### config.mk
export PLATFORM = sky130hd
export DESIGN_NAME = aes_round_ctrl
export DESIGN_NICKNAME = d
export VERILOG_FILES = /design/src/rtl/aes_round_ctrl.sv
export SDC_FILE = /design/constraint.sdc
export NUM_CORES = 1
export LEC_CHECK = 0
export ABC_AREA = 0
export CORE_ASPECT_RATIO = 0.7
export CORE_MARGIN = 3
export CORE_UTILIZATION = 41
export CTS_CLUSTER_DIAMETER = 40
export DETAILED_ROUTE_END_ITERATION = 10
export PLACE_DENSITY = 0.82
export REMOVE_ABC_BUFFERS = 1
export SLEW_MARGIN = 20
export SYNTH_ARGS = -nofsm -noshare
export SYNTH_HDL_FRONTEND = slang
export SYNTH_SLANG_ARGS = --single-unit
### constraint.sdc
create_clock -name clk -period 1.1 [get_ports clk]
set_input_delay 0.275 -clock clk [delete_from_list [all_inputs] [get_ports clk]]
set_output_delay 0.275 -clock clk [all_outputs]
set_load 0.01 [all_outputs]
### src/rtl/aes_round_ctrl.sv
// AES block sequencer: loads 16 plaintext bytes, steps rounds 0..NR against a
// round-key handshake, then streams the 16-byte result out MSB-first.
module aes_round_ctrl #(
  parameter int unsigned NR = 10
) (
  input  logic       clk,
  input  logic       rst_n,
  input  logic       in_valid,
  output logic       in_ready,
  output logic       state_mode,
  output logic       state_valid,
  output logic       state_wen,
  output logic [3:0] round_idx,
  output logic [1:0] round_type,
  output logic       key_req,
  input  logic       key_ack,
  output logic       out_valid,
  input  logic       out_ready,
  output logic [3:0] out_byte_sel,
  output logic       busy,
  output logic       done
);

  localparam logic [3:0] LastRound = 4'(NR);

  typedef enum logic [1:0] {
    StLoad,
    StRound,
    StUnload
  } st_e;

  st_e        st_q;
  logic [3:0] load_cnt_q;
  logic [3:0] round_q;
  logic [3:0] sel_q;
  logic       done_q;

  always_ff @(posedge clk or negedge rst_n) begin
    if (!rst_n) begin
      st_q       <= StLoad;
      load_cnt_q <= 4'd0;
      round_q    <= 4'd0;
      sel_q      <= 4'd0;
      done_q     <= 1'b0;
    end else begin
      done_q <= 1'b0;
      unique case (st_q)
        StLoad: begin
          // in_ready is high throughout LOAD, so in_valid alone is an accept.
          if (in_valid) begin
            load_cnt_q <= load_cnt_q + 4'd1;
            if (load_cnt_q == 4'd15) begin
              st_q    <= StRound;
              round_q <= 4'd0;
            end
          end
        end
        StRound: begin
          if (key_ack) begin
            if (round_q == LastRound) begin
              st_q    <= StUnload;
              round_q <= 4'd0;
            end else begin
              round_q <= round_q + 4'd1;
            end
          end
        end
        StUnload: begin
          if (out_ready) begin
            sel_q <= sel_q + 4'd1;
            if (sel_q == 4'd15) begin
              st_q   <= StLoad;
              done_q <= 1'b1;
            end
          end
        end
        default: st_q <= StLoad;
      endcase
    end
  end

  assign in_ready     = (st_q == StLoad);
  assign state_mode   = (st_q != StLoad);
  assign state_valid  = in_valid & in_ready;
  assign key_req      = (st_q == StRound);
  // Round commit is a same-cycle decode of the key handshake.
  assign state_wen    = key_req & key_ack;
  assign out_valid    = (st_q == StUnload);
  assign busy         = !((st_q == StLoad) && (load_cnt_q == 4'd0));
  assign round_idx    = round_q;
  assign out_byte_sel = sel_q;
  assign done         = done_q;

  always_comb begin
    round_type = 2'd1;
    if (round_q == 4'd0) begin
      round_type = 2'd0;
    end else if (round_q == LastRound) begin
      round_type = 2'd2;
    end
  end

endmodule
==> summary.md <==
| Metric | Value |
|---|---|
| Status | `complete, but fails checks` |
| Failing checks | `setup timing` |
| Layout Skew | `2.56 ps` |
| Cts hold-fix bufs | `0` |
| RSZ-0062 raised after global routing | `yes` |
| NetSw | `1.82 mW` |
| M3 GR Usage | `10.7%` |
| Pin slew with the least headroom to its limit | `393 ps` |
| Clock Path Buffers | `2` |
| Area growth syn-to-layout | `101%` |
| Most frequent cells in the layout | `33 x buf_6, 25 x buf_4, 13 x dfrtp_1, 8 x buf_2, 4 x xnor2_1` |
| Gpl congestion | `0.842` |
| Initial DRC Count | `66` |
| # DRC | `0` |
| CP required | `820 ps` |
| Final Critical Period | `1690 ps` |
| Max cap viols | `0` |
| Reg power frac | `21.2%` |
| H-tree depth | `1` |
| Sw frac | `41.3%` |
| Tot GR Track Use | `27.4%` |
| Leak | `0.835 nW` |
| Die area | `2590 sq um` |
| Io pins | `23` |
| Number of synthesized flops with an enable pin | `0` |
| Synthesized flop and latch total | `15` |
| YS warnings | `0` |
| Comb pwr share | `70.9%` |
| Maximum clock frequency | `591 MHz` |
| Post-Route WL | `4.18 mm` |
| Initial Util | `47.6%` |
| Post-route worst setup slack | `-592 ps` |
| Met2 Track Usage GR | `44.2%` |
| Clock Latency Late Sink | `300 ps` |
| TritonCTS Sinks | `15` |
| Final worst path period share | `154%` |
| Vias in the first global route | `943` |
| Layout cell share with drive strength beyond 1 | `66.4%` |
| Fin. max-slew vios | `0` |
| Largest net degree at the start of global routing | `16` |
| Most common cell after layout, fill and taps aside | `buf_6` |
| GRT Residual Overflow | `0` |
| Clock-pin slew on the worst setup and hold paths | `100 ps` |
| Vias | `1044` |
| Hold WS | `323 ps` |
| Setup TNS | `-10010 ps` |
| Filler cells | `34` |
| Register area | `378 sq um` |
| Register area share after synthesis | `45.7%` |
| Hold Vio Cnt, Final | `0` |
| CP Capture Type | `output pin` |
| WS Path Type | `reg -> out` |
| Final antenna-violating net count | `0` |
| Max FO, Critical Path | `2` |
| Rows | `12` |
| Drt first pass iters | `7` |
| First-pass GRT wire length | `5.05 mm` |
| Core area | `1730 sq um` |
| Crit path DAT | `1420 ps` |
| Dpl ws | `-706 ps` |
| WL/cell | `25.0 microns` |
| Setup violations, final | `32` |
| CP startpoint kind | `flop` |
| Pwr Density | `2660 nW/um^2` |
| N_diodes | `0` |
| Total power | `4.40 mW` |
| PortBufs | `22` |
| Post-layout util | `95.8%` |
| Root Buffer | `clkbuf_4` |
| Synth Instances | `74` |
| Num CTS Buffers | `3` |
| Clock power frac | `7.9%` |
| Max VDD drop | `2660 uV` |
| Antenna violations before repair | `0` |
| Mapped cell area | `822 sq um` |
| Die Height | `43.5 microns` |
| Worst slew margin | `73.7%` |
| Syn Area/Cell | `11.1 sq um` |
| Met1 Track Usage GR | `31.8%` |
| Synth unique cells | `39` |
| DP HPWL | `1.64 mm` |
| Global routing's busiest layer | `met2` |
| Internal power | `2.58 mW` |
| Area of the multi-input gates | `544 sq um` |
| Nets | `155` |
| TritonCTS clock tree | `done` |
| Top FF cell, synth | `dfrtp_1` |
| Ys async rst share | `100%` |
| Worst Hold Class | `in -> async` |
| Die Wd | `59.5 microns` |
| Average vias per placed instance | `6.25` |
routing by layer:
metal,wire (microns),part of all wire (%)
met3,444,11
met4,344,8.2
met1,1490,36
met5,0,0
met2,1900,46
path summary, 6_finish.rpt:
check / endpoint / slack [ps] / depth (start not counted) / from
setup / recovery: round_type[0] / -590 / 3 / round_idx[3]
hold / removal: round_idx[0] / 320 / 2 / rst_n
setup reg to reg: out_byte_sel[1] / -440 / 6 / st_q[0]
hold reg to reg: load_cnt_q[3] / 600 / 2 / load_cnt_q[3]
max in group asynchronous: st_q[0] / 590 / 2 / rst_n
min in group clk: out_byte_sel[3] / 430 / 3 / out_ready
cell families after synthesis:
logic type | share of synthesized area, %
AND/OR/NAND/NOR | 25.1
multiplexers | 1.83
flip-flops | 45.7
buffers and inverters | 3.80
adder cells (fa/ha/maj) | 4.57
AO/OA/AOI/OAI | 10.5
XOR/XNOR | 8.52
cells in the mapped netlist, drive strengths merged (3+ instances only):
master  number  area share, %
nand2        5            2.6
nor2         3            1.7
nand3        3            1.8
xnor2        7            7.5
inv          4            1.8
nand3b       3            4.3
dfrtp       15             46
ha           3            4.6
power groups by stage:
| stage | clock [mW] | combinational (mW) | sequential, mW |
|---|---|---|---|
| 3_3_place_gp | 0 | 1.83 | 0.887 |
| 2_1_floorplan | 0 | 0.678 | 1.03 |
| 5_1_grt | 0.371 | 3.22 | 0.944 |
| 4_1_cts | 0.338 | 2.57 | 0.882 |
| 3_5_place_dp | 0 | 1.90 | 0.903 |
| 6_report | 0.346 | 3.12 | 0.935 |
layout make-up:
type                       instances  share of cell area [%]
multi-input combinational         52                    32.9
sequential                        15                    22.8
timing repair buffer              71                    40.0
clock buffer                       4                    1.59
inverter                           4                    1.06
tap                               21                    1.59
what timing repair did:
action,4_1_cts,5_1_grt
endpoints found under the setup margin,33,33
resized for setup,114,26
buffers inserted,17,14
gates cloned,0,0
pin swaps,17,14
critical path: stages (launching register included):
cell     delay, ps
dfrtp_1        410
xor2_1         180
or3_1          350
buf_2          170
state kept, by name (all words and copies together) (netlist names):
signal,flops
load_cnt_q,4
done,1
out_byte_sel,4
round_idx,4
st_q,2
per-stage QoR:
step                cells  area, sq um
CTS                   161         1530
finish                167         1650
floorplan              71          806
global route          167         1650
global placement      141         1250
detailed placement    141         1250
No activity file was read; power rests on OpenSTA's default activity.
